File: src/rtl/imem_boot_loader.sv
// imem_boot_loader
// Receives a boot image over a byte stream, writes it into instruction memory
// and holds the core stalled until a complete image has been written.
// Stream format: one length byte (word count), then little-endian 32-bit words.

module imem_boot_loader #(
    parameter int ADDR_W = 5
) (
    input  logic              clk,
    input  logic              rst_n,
    input  logic              start,
    input  logic              rx_valid,
    input  logic [7:0]        rx_data,
    output logic              rx_ready,
    input  logic [31:0]       fetch_addr,
    output logic [ADDR_W-1:0] mem_raddr,
    output logic              mem_we,
    output logic [ADDR_W-1:0] mem_waddr,
    output logic [31:0]       mem_wdata,
    output logic              cpu_stall,
    output logic              load_done,
    output logic              load_err,
    output logic              fetch_fault
);

    // Memory depth in words; also the largest legal length byte.
    localparam int          DEPTH     = 2 ** ADDR_W;
    localparam logic [8:0]  DEPTH_9B  = 9'(DEPTH);
    localparam logic [ADDR_W:0] LEN_ONE = (ADDR_W + 1)'(1);

    localparam logic [2:0] ST_IDLE  = 3'd0;
    localparam logic [2:0] ST_LEN   = 3'd1;
    localparam logic [2:0] ST_DATA  = 3'd2;
    localparam logic [2:0] ST_WRITE = 3'd3;
    localparam logic [2:0] ST_RUN   = 3'd4;
    localparam logic [2:0] ST_ERR   = 3'd5;

    logic [2:0]        state;
    logic [2:0]        state_nxt;
    logic [ADDR_W:0]   len;
    logic [ADDR_W-1:0] word_cnt;
    logic [1:0]        byte_cnt;
    logic [23:0]       word_lo;
    logic              taken;
    logic              len_ok;
    logic              last_word;

    assign taken     = rx_valid && rx_ready;
    assign len_ok    = (rx_data != 8'd0) && ({1'b0, rx_data} <= DEPTH_9B);
    assign last_word = ({1'b0, word_cnt} == (len - LEN_ONE));

    // Next-state decode; start only matters in IDLE, RUN and ERR.
    always_comb begin
        state_nxt = state;
        case (state)
            ST_IDLE:  if (start) state_nxt = ST_LEN;
            ST_LEN:   if (taken) state_nxt = len_ok ? ST_DATA : ST_ERR;
            ST_DATA:  if (taken && (byte_cnt == 2'd3)) state_nxt = ST_WRITE;
            ST_WRITE: state_nxt = last_word ? ST_RUN : ST_DATA;
            ST_RUN:   if (start) state_nxt = ST_LEN;
            ST_ERR:   if (start) state_nxt = ST_LEN;
            default:  state_nxt = ST_IDLE;
        endcase
    end

    // State register plus status outputs registered from the next state so they
    // line up exactly with the state they describe.
    always_ff @(posedge clk or negedge rst_n) begin
        if (!rst_n) begin
            state     <= ST_IDLE;
            rx_ready  <= 1'b0;
            mem_we    <= 1'b0;
            cpu_stall <= 1'b1;
            load_done <= 1'b0;
            load_err  <= 1'b0;
        end else begin
            state     <= state_nxt;
            rx_ready  <= (state_nxt == ST_LEN) || (state_nxt == ST_DATA);
            mem_we    <= (state_nxt == ST_WRITE);
            cpu_stall <= (state_nxt != ST_RUN);
            load_done <= (state_nxt == ST_RUN);
            load_err  <= (state_nxt == ST_ERR);
        end
    end

    // Length capture, byte assembly and word counting. The 4th byte of a word
    // goes straight into the write-data register together with the address,
    // so both are stable for the whole WRITE cycle and hold afterwards.
    always_ff @(posedge clk or negedge rst_n) begin
        if (!rst_n) begin
            len       <= '0;
            word_cnt  <= '0;
            byte_cnt  <= '0;
            word_lo   <= '0;
            mem_waddr <= '0;
            mem_wdata <= '0;
        end else begin
            case (state)
                ST_LEN: begin
                    if (taken && len_ok) begin
                        len      <= rx_data[ADDR_W:0];
                        word_cnt <= '0;
                        byte_cnt <= '0;
                    end
                end
                ST_DATA: begin
                    if (taken) begin
                        byte_cnt <= byte_cnt + 2'd1;
                        case (byte_cnt)
                            2'd0: word_lo[7:0]   <= rx_data;
                            2'd1: word_lo[15:8]  <= rx_data;
                            2'd2: word_lo[23:16] <= rx_data;
                            default: begin
                                mem_wdata <= {rx_data, word_lo};
                                mem_waddr <= word_cnt;
                            end
                        endcase
                    end
                end
                ST_WRITE: begin
                    if (!last_word) word_cnt <= word_cnt + 1'b1;
                end
                default: begin
                end
            endcase
        end
    end

    // Fetch path: word index straight from the PC; fault only reported in RUN.
    always_comb begin
        mem_raddr   = fetch_addr[ADDR_W+1:2];
        fetch_fault = (state == ST_RUN) &&
                      ((fetch_addr[1:0] != 2'b00) || (fetch_addr[31:ADDR_W+2] != '0));
    end

endmodule
File: config.mk
export PLATFORM = sky130hd
export DESIGN_NAME = imem_boot_loader
export DESIGN_NICKNAME = d
export VERILOG_FILES = /design/src/rtl/imem_boot_loader.sv
export SDC_FILE = /design/constraint.sdc
export NUM_CORES = 1
export LEC_CHECK = 0
export CAP_MARGIN = 10
export CORE_MARGIN = 5
export CORE_UTILIZATION = 62
export DETAILED_ROUTE_END_ITERATION = 12
export DONT_BUFFER_PORTS = 1
export PLACE_DENSITY_LB_ADDON = 0.3
export SLEW_MARGIN = 5
export SYNTH_ARGS = -nofsm -noshare
export SYNTH_HDL_FRONTEND = slang
export SYNTH_SLANG_ARGS = --single-unit
File: constraint.sdc
create_clock -name clk -period 2.2 [get_ports clk]
set_input_delay 0.22 -clock clk [delete_from_list [all_inputs] [get_ports clk]]
set_output_delay 0.22 -clock clk [all_outputs]
set_load 0.05 [all_outputs]
[Word-level counts from Yosys, hierarchy flattened]
Cells that the tools add are included.
Word-level totals
  output and inout bits: 48
  register bits after elaboration: 82
  logic and storage cells: 72
  input port bits: 44
Operators by class
  multiplexer cells: 12
  bitwise gates (word level): 1
  eq/ne operators: 18
  order comparisons: 1
  reduce and logical (&&, ||, !) cells: 23
  $add $sub $neg: 3
Operator list (count)
  $reduce_bool A25 Y1: 1
  $reduce_and A3 Y1: 6
  $mux W3: 5
  $eq A3 B2 Y1 const B: 4
  $eq A3 B3 Y1 const B: 4
  $pmux W3 S4: 1
  $mux W5: 2
  $pmux W5 S2: 1
  $le A8 B6 Y1 const B: 1
  $reduce_bool A8 Y1: 1
  $eq A3 B1 Y1 const B: 2
  $eq A5 B6 Y1: 1
  $ne A2 B2 Y1 const B: 3
  $reduce_bool A2 Y1: 3
  $reduce_or A3 Y1: 2
  $sub A6 B1 Y6 const B: 1
  $add A5 B1 Y5 const B: 1
  $logic_and A1 B1 Y1: 5
  $eq A2 B2 Y1 const B: 2
  $mux W2: 2
  $pmux W2 S2: 1
  $logic_not A3 Y1: 1
  $ne A3 B3 Y1 const B: 1
  $add A2 B1 Y2 const B: 1
  5 further kinds: 6

[Depth between registers and ports, before layout]
Gate-level depths: netlist of run 1.
  word-level depth: 7
  gate-level depth with buffers: 7
  mapped depth without buffers: 7

[Least setup slack after synthesis of run 1]
Ideal clock, no wire load.
  path kind: reg2out
  start: register state[1]
  end: output port fetch_fault
  path slack: 0.359 ns
  cell stages (with the launch flop): 3
  required time: 1.980 ns
  arrival time: 1.621 ns
  path buffers: 0
  path through: dfrtp_1 > nand2b_1 > nor3_1
On the way
  word-level cells in the longest chain between the ends: 2
Ends and longest elaborated chain
  start, declared: line 38  | logic [2:0] state;
  start signal, assigned: line 77  | state <= state_nxt;
  $eq A3 B3 Y1: line 132  | fetch_fault = (state == ST_RUN) &&
  $logic_and A1 B1 Y1: line 132
  end, declared: line 23  | output logic fetch_fault
No other way between the ends.

[Final worst setup path of run 1]
  start: register len[2]
  end: register rx_ready
On the way
  word-level cells in the longest chain between the ends: 6
  elaborated cells between the ends (all ways): 7
Ends and longest elaborated chain
  start, declared: line 40  | logic [ADDR_W:0] len;
  start signal, assigned: line 101  | len <= rx_data[ADDR_W:0];
  $sub A6 B1 Y6 (*): line 50  | assign last_word = ({1'b0, word_cnt} == (len - LEN_ONE));
  $eq A5 B6 Y1 (*): line 50
  $mux W3 (*): line 59  | ST_WRITE: state_nxt = last_word ? ST_RUN : ST_DATA;
  $pmux W3 S4 (*): line 55  | case (state)
  $eq A3 B1 Y1 or $eq A3 B2 Y1 (tied branches): line 78  | rx_ready <= (state_nxt == ST_LEN) || (state_nxt == ST_DATA);
  $logic_or A1 B1 Y1 (*): line 78
  end signal, assigned: line 78
  end, declared: line 14  | output logic rx_ready,
Mark *: on every way between the ends. The rest lies on a longest branch, timed or not.
A chain may end at the register's enable or synchronous reset.

==> flow_summary.toml, run 1 <==
[outcome]
status = "finished, final reports clean"

[sta]
tns_ns = 0
rsz0062_at_grt = "no"
setup_viol = 0
final-hold-violation-count = 0
fmax_ghz = 0.5132
final_max_slew_viol_count = 0
tightest_slew_ns = 0.5045
fin_crit_ns = 1.948
min_period_over_period = 0.8857
slew_headroom = 0.6636
whs_ns = 0.01509
fin_skew_ns = 0.01092

[grt]
antenna_found_initial = 0
grtUsageTotal = 0.1912
grt_pass1_wl_um = 10720
grt_max_degree = 83
grt_pass1_vias = 2209
gr-total-overflow = 0

[clocking]
cts_buffers = 9
insertion_delay_ns = 0.35
numClockSinks = 82
ctsRootBufferMaster = "clkbuf_8"
post_cts_buffers = 0
htreeDepth = 3
cts_tree = "built"
ctsLongestPathBuffers = 2
clk_pin_slew_ns = 0.08

[yosys]
synth_area_per_cell_um2 = 13.49
synth_nets = 315
ys_warn_count = 0
synthArstFlopShare = 1.000
synthFlopType = "dfrtp_1"
yosysSeqAreaShare = 0.5764
netlist_instances = 264
ys_types = 41
synth-edff-count = 0
ys_ff_latch = 82
syn_area_um2 = 3562

[min_path]
hold_start = "rx_data[7]"
hold_path.class = "input port to flip-flop"

[finish]
antenna_cells = 0
stdcell_area_um2 = 3941
area_growth_pct = 10.64
drive_gt1_frac = 0.3345
fin_nets = 331

[critical_path]
critical_path_class = "flip-flop to flip-flop"
start_kind = "flip-flop"
r2r_start = "len[2]"
crit_path_end_kind = "flip-flop"
cp_max_fo = 6
cp.required_ns = 2.44
rrSetupSlack_ns = 0.25
crit_arrival_ns = 2.19
crit_path_start = "len[2]"

[floorplanning]
core-area_um2 = 5540
die_x_um = 85.80
die_y_um = 85.80
die-area_um2 = 7362
num_io_pins = 92
initial_utilization = 0.6430
fp-row-count = 27

[detailed_routing]
detail-route-antenna-nets = 0
drtIter0Drc = 59
via_per_inst = 5.885
detail_route.wl_per_cell_um = 18.75
drc = 0
wl_um = 6675
drt_pass1_iterations = 4
vias = 2095

[power_and_ir_drop]
leakage_uw = 0.001971
peakVddDrop_mv = 0.6018
power.density_nw_per_um2 = 1026

[place]
place_area_um2 = 3611
dp_hpwl_um = 4566
globalplace.congestion = 0.7744
port-buffer-count = 0

[run]
cap_violations = 0
[area by class of cell]
| cell class | instances | area (um2) |
|---|---|---|
| Clock buffer | 11 | 141.4 |
| Clock inverter | 4 | 51.30 |
| Fill cell | 382 | 1599 |
| Inverter | 7 | 26.28 |
| Multi-Input combinational cell | 164 | 1411 |
| Sequential cell | 82 | 2053 |
| Tap cell | 72 | 90.09 |
| Timing Repair Buffer | 16 | 167.7 |
[cell families (layout without fill, tap and decap cells)]
| group | Yosys count | count (layout) | share of synthesized area |
|---|---|---|---|
| flip-flops | 82 | 82 | 0.5764 |
| multiplexers | 73 | 73 | 0.2287 |
| AND/OR/NAND/NOR | 62 | 62 | 0.09975 |
| buffers and inverters | 18 | 38 | 0.02880 |
| AO/OA/AOI/OAI | 16 | 16 | 0.02705 |
| adder cells (fa/ha/maj) | 7 | 7 | 0.02459 |
| XOR/XNOR | 6 | 6 | 0.01476 |
[placed cells by master, fill, tap and decap left out, drive strengths merged, types with 6 or more instances in the layout]
| cell type | n |
|---|---|
| nor2 | 11 |
| nand2 | 14 |
| mux2i | 6 |
| dfrtp | 81 |
| nand3 | 7 |
| ha | 7 |
| mux2 | 67 |
| clkbuf | 11 |
| o21ai | 7 |
| nor4 | 7 |
| inv | 8 |
| dlygate4sd3 | 11 |
[repair_timing]
item / in CTS / in global routing
resized for setup: 0 / 0
hold buffers: 4 / 8
hold endpoints to repair: 84 / 20
[power by group]
part	total (uW)	leakage (uW)	internal (uW)	switching [uW]
registers	2080	0.00111	1760	318
logic	903	0.000763	448	455
clock network	1070	0.0000958	552	515
total	4040	0.00197	2760	1290
[synth_stat cells, types with 2 or more instances]
cell | instances | area share
ha_1 | 7 | 0.025
nand2_1 | 12 | 0.013
nand4_1 | 2 | 0.0035
or2_2 | 2 | 0.0035
nor2_1 | 11 | 0.012
nor4_1 | 7 | 0.012
o21ai_0 | 5 | 0.0070
mux2_2 | 65 | 0.21
mux2i_1 | 6 | 0.017
and2_1 | 2 | 0.0035
nand2_2 | 2 | 0.0035
nand2b_1 | 2 | 0.0035
nand4b_1 | 2 | 0.0049
o31ai_1 | 2 | 0.0042
xnor2_1 | 3 | 0.0074
buf_2 | 4 | 0.0056
nor3_1 | 4 | 0.0056
mux2_1 | 2 | 0.0063
nand3_1 | 7 | 0.0098
dfrtp_1 | 81 | 0.57
a21oi_1 | 4 | 0.0056
xor2_1 | 3 | 0.0074
inv_1 | 7 | 0.0074
buf_4 | 5 | 0.011
[worst max-delay path, cell delays in order, from the launching register on]
cell and delay (ns):
dfrtp_1 0.43, or2_2 0.34, or4_1 0.47, nand4_1 0.22, nor3_1 0.11, nor4_1 0.27
[metrics by stage]
| step | power [uW] | util | worst slack, ns | std cells |
|---|---|---|---|---|
| after global routing | 4312 | 0.7114 | 0.02439 | 356 |
| after floorplan | 2750 | - | 0.3594 | 264 |
| after global placement | 2905 | 0.6518 | 0.3291 | 329 |
| final | 4045 | 0.7114 | 0.2516 | 356 |
| after CTS | 4055 | 0.6969 | 0.2817 | 348 |
| after detailed placement | 2950 | 0.6518 | 0.2933 | 329 |
[routing by layer]
layer,track usage,vias to the layer above,share of wire
met3,0.06916,10,0.074
li1,-,961,-
met2,0.3086,77,0.47
met4,0.07482,0,0.015
met5,0,-,0
met1,0.2351,1047,0.44
[final timing paths]
check,endpoint,depth (start not counted)
setup / recovery,rx_ready,5
hold / removal,word_lo[15],1
max in group asynchronous,cpu_stall,2
setup reg to reg,rx_ready,5
hold reg to reg,mem_wdata[19],1
min in group asynchronous,word_lo[10],2
[sequential cells by signal, summed over array words and instances, names as in the netlist]
name,flops
cpu_stall,1
byte_cnt,2
word_cnt,5
load_done,1
mem_we,1
rx_ready,1
word_lo,24
load_err,1
mem_waddr,5
state,3
mem_wdata,32
len,6
(Power assumes the default switching activity.)
==> run 2, diff against run 1 <==
--- a/config.mk
+++ b/config.mk
@@ -5,11 +5,13 @@
 export SDC_FILE = /design/constraint.sdc
 export NUM_CORES = 1
 export LEC_CHECK = 0
+export ABC_CLOCK_PERIOD_IN_PS = 2200
 export CAP_MARGIN = 10
 export CORE_MARGIN = 5
 export CORE_UTILIZATION = 62
 export DETAILED_ROUTE_END_ITERATION = 12
 export DONT_BUFFER_PORTS = 1
+export MAX_ROUTING_LAYER = met4
 export PLACE_DENSITY_LB_ADDON = 0.3
 export SLEW_MARGIN = 5
 export SYNTH_ARGS = -nofsm -noshare
==> run 2 against run 1 <==
Clock skew about the same. Flip-flop and latch count is the same. Global-route usage rose by 0.58 points. Worst setup slack worse by 0.0040 ns. Critical endpoint unchanged. Largest power group unchanged.
==> flow_summary.toml, run 2 (synthesized netlist as in run 1, its figures left out) <==
[clocking]
clk_pin_slew_ns = 0.08
post_cts_buffers = 0
numClockSinks = 82
ctsRootBufferMaster = "clkbuf_8"
insertion_delay_ns = 0.35
cts_tree = "built"
htreeDepth = 3
ctsLongestPathBuffers = 2
cts_buffers = 9

[finish]
drive_gt1_frac = 0.3345
antenna_cells = 0
n_fill_cell = 382
layout_commonest_cell = "dfrtp_1"
largest_reg_flops = 32
area_growth_pct = 10.64
layout_common_cells = "dfrtp_1 (81), mux2_2 (65), nand2_1 (12), nor2_1 (11), dlygate4sd3_1 (11)"
fin_nets = 331
regMostFlops = "mem_wdata"
largest_registers = "mem_wdata x32, word_lo x24, len x6"

[floorplanning]
num_io_pins = 92
initial_utilization = 0.6430
die_x_um = 85.80
fp-row-count = 27
die-area_um2 = 7362
core-area_um2 = 5540
die_y_um = 85.80

[power_and_ir_drop]
comb_power_share = 0.223
swShare = 0.3193
sequentialPowerShare = 0.513
leakage_uw = 0.001971
p_int_uw = 2756
peakVddDrop_mv = 0.6057
power.density_nw_per_um2 = 1027
clkPwrFrac = 0.264
switchingPower_uw = 1293

[critical_path]
reg2reg_depth = 5
crit_arrival_ns = 2.19
rrSetupSlack_ns = 0.25
critical_path_class = "flip-flop to flip-flop"
crit_path_end_kind = "flip-flop"
cp.required_ns = 2.44
cp_max_fo = 6
r2r-end = "rx_ready"
r2r_start = "len[2]"
start_kind = "flip-flop"

[sta]
tightest_slew_ns = 0.5044
tns_ns = 0
setup_ws_ns = 0.2476
fmax_ghz = 0.5122
setup_viol = 0
final_max_slew_viol_count = 0
slew_headroom = 0.6637
fin_crit_ns = 1.952
final-hold-violation-count = 0
min_period_over_period = 0.8875
fin_skew_ns = 0.01137
rsz0062_at_grt = "no"

[detailed_routing]
detail_route.wl_per_cell_um = 18.84
drc = 0
drtIter0Drc = 56
drt_pass1_iterations = 4
via_per_inst = 5.938
wl_um = 6706
vias = 2114
detail-route-antenna-nets = 0

[grt]
antenna_found_initial = 0
gr-total-overflow = 0
grt_pass1_vias = 2219
grt_pass1_wl_um = 10700
grtUsageTotal = 0.1969
grt_max_degree = 83

[outcome]
status = "finished, final reports clean"

[min_path]
hold_start = "rx_data[7]"
min_path_cells = 1
whs_endpoint = "word_lo[15]"
hold_path.class = "input port to flip-flop"

[place]
dpl_worst_slack_ns = 0.2933
port-buffer-count = 0
globalplace.congestion = 0.7850
dp_hpwl_um = 4566

[run]
cap_violations = 0
run 2: cell counts in the layout (fill, tap and decap cells not counted):
Identical to the previous run, type by type.
run 2: layout make-up:
type / count / area (um2) / share of cell area
Clock buffer: 11 / 141.4 / 0.03587
Tap cell: 72 / 90.09 / 0.02286
Inverter: 7 / 26.28 / 0.006667
Timing Repair Buffer: 16 / 167.7 / 0.04254
Clock inverter: 4 / 51.30 / 0.01302
Multi-Input combinational cell: 164 / 1411 / 0.3581
Sequential cell: 82 / 2053 / 0.5210
run 2: worst max-delay path by stage:
stage	from	endpoint	slack [ns]	depth (start not counted)
global route	len[2]	word_cnt[1]	0.02	5
finish	len[2]	rx_ready	0.25	5
detailed placement	len[2]	rx_ready	0.29	5
global placement	len[2]	rx_ready	0.33	5
floorplan	state[1]	fetch_fault	0.36	2
CTS	len[2]	rx_ready	0.28	5
run 2: what timing repair did:
item,CTS,global route
gates resized for setup,0,0
hold buffers,4,8
endpoints found under the hold margin,84,20
run 2: worst max-delay path, cell delays in order, from the launching register on:
cell,delay [ns]
dfrtp_1,0.44
or2_2,0.34
or4_1,0.47
nand4_1,0.22
nor3_1,0.11
nor4_1,0.27
run 2: metrics by stage:
stage | hold WS (ns) | instances | area [um2] | utilization | total power, uW
after floorplan | -0.07559 | 264 | 3562 | - | 2750
after global placement | -0.07376 | 329 | 3611 | 0.6518 | 2905
after detailed placement | -0.07373 | 329 | 3611 | 0.6518 | 2950
after CTS | 0.001268 | 348 | 3861 | 0.6969 | 4055
after global routing | 0.0008058 | 356 | 3941 | 0.7114 | 4312
final | 0.009538 | 356 | 3941 | 0.7114 | 4049
run 2: routing by layer:
| metal | share of wire | GRT usage | vias to the layer above |
|---|---|---|---|
| met5 | 0 | - | - |
| met4 | 0.016 | 0.07482 | 0 |
| met3 | 0.071 | 0.06340 | 12 |
| met2 | 0.47 | 0.3086 | 78 |
| met1 | 0.44 | 0.2390 | 1061 |
| li1 | - | - | 963 |
run 2: power by group through the flow:
| stage | combinational [uW] | sequential, uW | clock, uW |
|---|---|---|---|
| after detailed placement | 844 | 2110 | 0 |
| final | 903 | 2080 | 1070 |
| after global routing | 1040 | 2120 | 1150 |
| after floorplan | 701 | 2050 | 0 |
| after global placement | 814 | 2090 | 0 |
| after CTS | 889 | 2080 | 1090 |
==> run 3, diff against run 2 <==
--- a/config.mk
+++ b/config.mk
@@ -5,10 +5,11 @@
 export SDC_FILE = /design/constraint.sdc
 export NUM_CORES = 1
 export LEC_CHECK = 0
+export ABC_AREA = 1
 export ABC_CLOCK_PERIOD_IN_PS = 2200
 export CAP_MARGIN = 10
 export CORE_MARGIN = 5
-export CORE_UTILIZATION = 62
+export CORE_UTILIZATION = 63
 export DETAILED_ROUTE_END_ITERATION = 12
 export DONT_BUFFER_PORTS = 1
 export MAX_ROUTING_LAYER = met4
==> run 3 against run 2 <==
Global-route usage is 0.89 points higher. Worst hold slack improved by 0.13 ns. First-iteration DRC count up 130%. Synthesized area is 3.1% higher. Largest cell class unchanged.
==> flow_summary.toml, run 3 <==
[floorplanning]
core-area_um2 = 5574
num_io_pins = 92
die-area_um2 = 7458
die_y_um = 86.36
die_x_um = 86.36
fp-row-count = 27
initial_utilization = 0.6590

[detailed_routing]
top_layer = "met4"
drt_pass1_iterations = 4
wl_met3_um = 335
met1_length_um = 3120
via_per_inst = 5.385
wl_met2_um = 3527
drc = 0
vias = 2337
drtIter0Drc = 130
wl_um = 7069
detail-route-antenna-nets = 0
detail_route.wl_per_cell_um = 16.29

[critical_path]
cp.required_ns = 2.44
critPathSlowestCell = "dfrtp_1"
crit_arrival_ns = 1.98
crit_path_end_kind = "flip-flop"
worstPathCellList = "inv_2, ha_1, xnor2_1, nor2_1, nand2_1, nor2_1, nand2_1, nand2_2, nand2_2, nand2_1, nand2_1"
cp_max_fo = 6
start_kind = "flip-flop"
cp_slowest_stage_delay_ns = 0.41
critPathMostFrequentCell = "nand2_1"
cp_top_family = "simple AND/OR/NAND/NOR gates"
path_buf_inv = 1
critical_path_class = "flip-flop to flip-flop"

[clocking]
cts_tree = "built"
ctsRootBufferMaster = "clkbuf_8"
ctsLongestPathBuffers = 2
post_cts_buffers = 0
cts_buffers = 9
htreeDepth = 3
insertion_delay_ns = 0.35
clk_pin_slew_ns = 0.09
numClockSinks = 82

[sta]
fin_crit_ns = 1.746
setup_viol = 0
fmax_ghz = 0.5729
slew_headroom = 0.5584
tightest_slew_ns = 0.6624
rsz0062_at_grt = "no"
tns_ns = 0
final_max_slew_viol_count = 0
setup_ws_ns = 0.4544
min_period_over_period = 0.7934
whs_ns = 0.1365
final-hold-violation-count = 0
fin_skew_ns = 0.006749

[finish]
fin_nets = 408
regMostFlops = "mem_wdata"
drive_gt1_frac = 0.1685
layout_common_cells = "dfrtp_1 (81), nand2_1 (80), o21ai_0 (39), inv_1 (31), mux2_4 (24)"
layout_commonest_cell = "dfrtp_1"
area_growth_pct = 6.335
antenna_cells = 0
largest_reg_flops = 32
largest_registers = "mem_wdata x32, word_lo x24, len x6"

[grt]
grt_pass1_vias = 2294
gr-total-overflow = 0
grtUsageTotal = 0.2058
grt_max_degree = 83
antenna_found_initial = 0
grt_pass1_wl_um = 11500

[yosys]
ys_ff_latch = 82
synth_top_area_cell = "dfrtp_1"
ys_warn_count = 0
synth_area_per_cell_um2 = 10.32
synth_top_area_frac = 0.5518
yosysMostFrequentCell = "dfrtp_1"
ys_types = 32
ys_top_cells_by_area = "dfrtp_1 (55%), mux2_4 (9.8%), nand2_1 (8.2%)"
synthFlopType = "dfrtp_1"
syn_area_um2 = 3674
synth_nets = 407
synthArstFlopShare = 1.000
netlist_instances = 356
synth-edff-count = 0
ys_top_cells_by_count = "dfrtp_1 (81), nand2_1 (80), o21ai_0 (39)"
yosysSeqAreaShare = 0.5589

[place]
dpl_worst_slack_ns = 0.4476
globalplace.congestion = 0.8211
port-buffer-count = 0
dp_hpwl_um = 5019

[min_path]
hold_path.class = "input port to flip-flop"

[run]
cap_violations = 0

[power_and_ir_drop]
peakVddDrop_mv = 0.6817
leakage_uw = 0.002017
total_power_uw = 4375
power.density_nw_per_um2 = 1120

[outcome]
status = "finished, final reports clean"
## run 3: cell types whose count changed after synthesis, moves of 4 or more
cell / delta
inv_1: +24
mux2_4: +24
mux2i_1: -6
nor2_1: +5
mux2_2: -65
nand3_1: +13
nand2_1: +68
inv_2: +4
o21ai_1: +7
o21ai_0: +34
## run 3: final timing paths
| kind | start | end | cells past startpoint | slack, ns |
|---|---|---|---|---|
| max reg2reg | len[0] | word_cnt[2] | 11 | 0.45 |
| min | rx_data[6] | word_lo[14] | 2 | 0.14 |
| min in group asynchronous | rst_n | mem_wdata[12] | 2 | 0.43 |
| max in group asynchronous | rst_n | cpu_stall | 2 | 1.43 |
| max | len[0] | word_cnt[2] | 11 | 0.45 |
| min reg2reg | word_lo[4] | word_lo[4] | 2 | 0.49 |
## run 3: cell families after synthesis
family | count (synthesis) | synth area share
XOR/XNOR | 4 | 0.009539
AND/OR/NAND/NOR | 139 | 0.1744
multiplexers | 24 | 0.09809
adder cells (fa/ha/maj) | 7 | 0.02384
AO/OA/AOI/OAI | 51 | 0.07255
buffers and inverters | 49 | 0.06267
flip-flops | 82 | 0.5589
## run 3: report_power, final
group,switching (uW),internal [uW],leakage (uW)
Clock,552,476,0.0000919
Sequential,544,1800,0.00112
Combinational,622,377,0.000807
## run 3: final cells by class
type	count	area, um2
multi-input cells	225	1390
repair buffers	4	52.55
clock buffers	11	151.4
inverters	35	131.4
clock inverters	5	37.54
fillers	421	1668
flip-flops and latches	82	2053
well taps	72	90.09
## run 3: worst reg2reg max path, cell delays in order, from the launching register on
cell and delay, ns:
dfrtp_1 0.41, inv_2 0.08, ha_1 0.31, xnor2_1 0.13, nor2_1 0.08, nand2_1 0.05
nor2_1 0.15, nand2_1 0.09, nand2_2 0.12, nand2_2 0.10, nand2_1 0.08, nand2_1 0.05
## run 3: repair_timing
item / 4_1_cts / 5_1_grt
gates resized for setup: 0 / 0
hold endpoints to repair: 82 / 0
hold buffers: 2 / 0
## run 3: stage by stage
step	area [um2]	instances	util
3_3_place_gp	3680	416	0.6602
5_1_grt	3906	434	0.7008
3_5_place_dp	3680	416	0.6602
4_1_cts	3906	434	0.7008
6_report	3906	434	0.7008
2_1_floorplan	3674	356	-
## run 3: per-layer routing
layer  track usage  up-vias
li1              -     1158
met1        0.2593     1126
met2        0.3248       45
met3       0.04848        8
met4       0.07790        0
met5             -        -
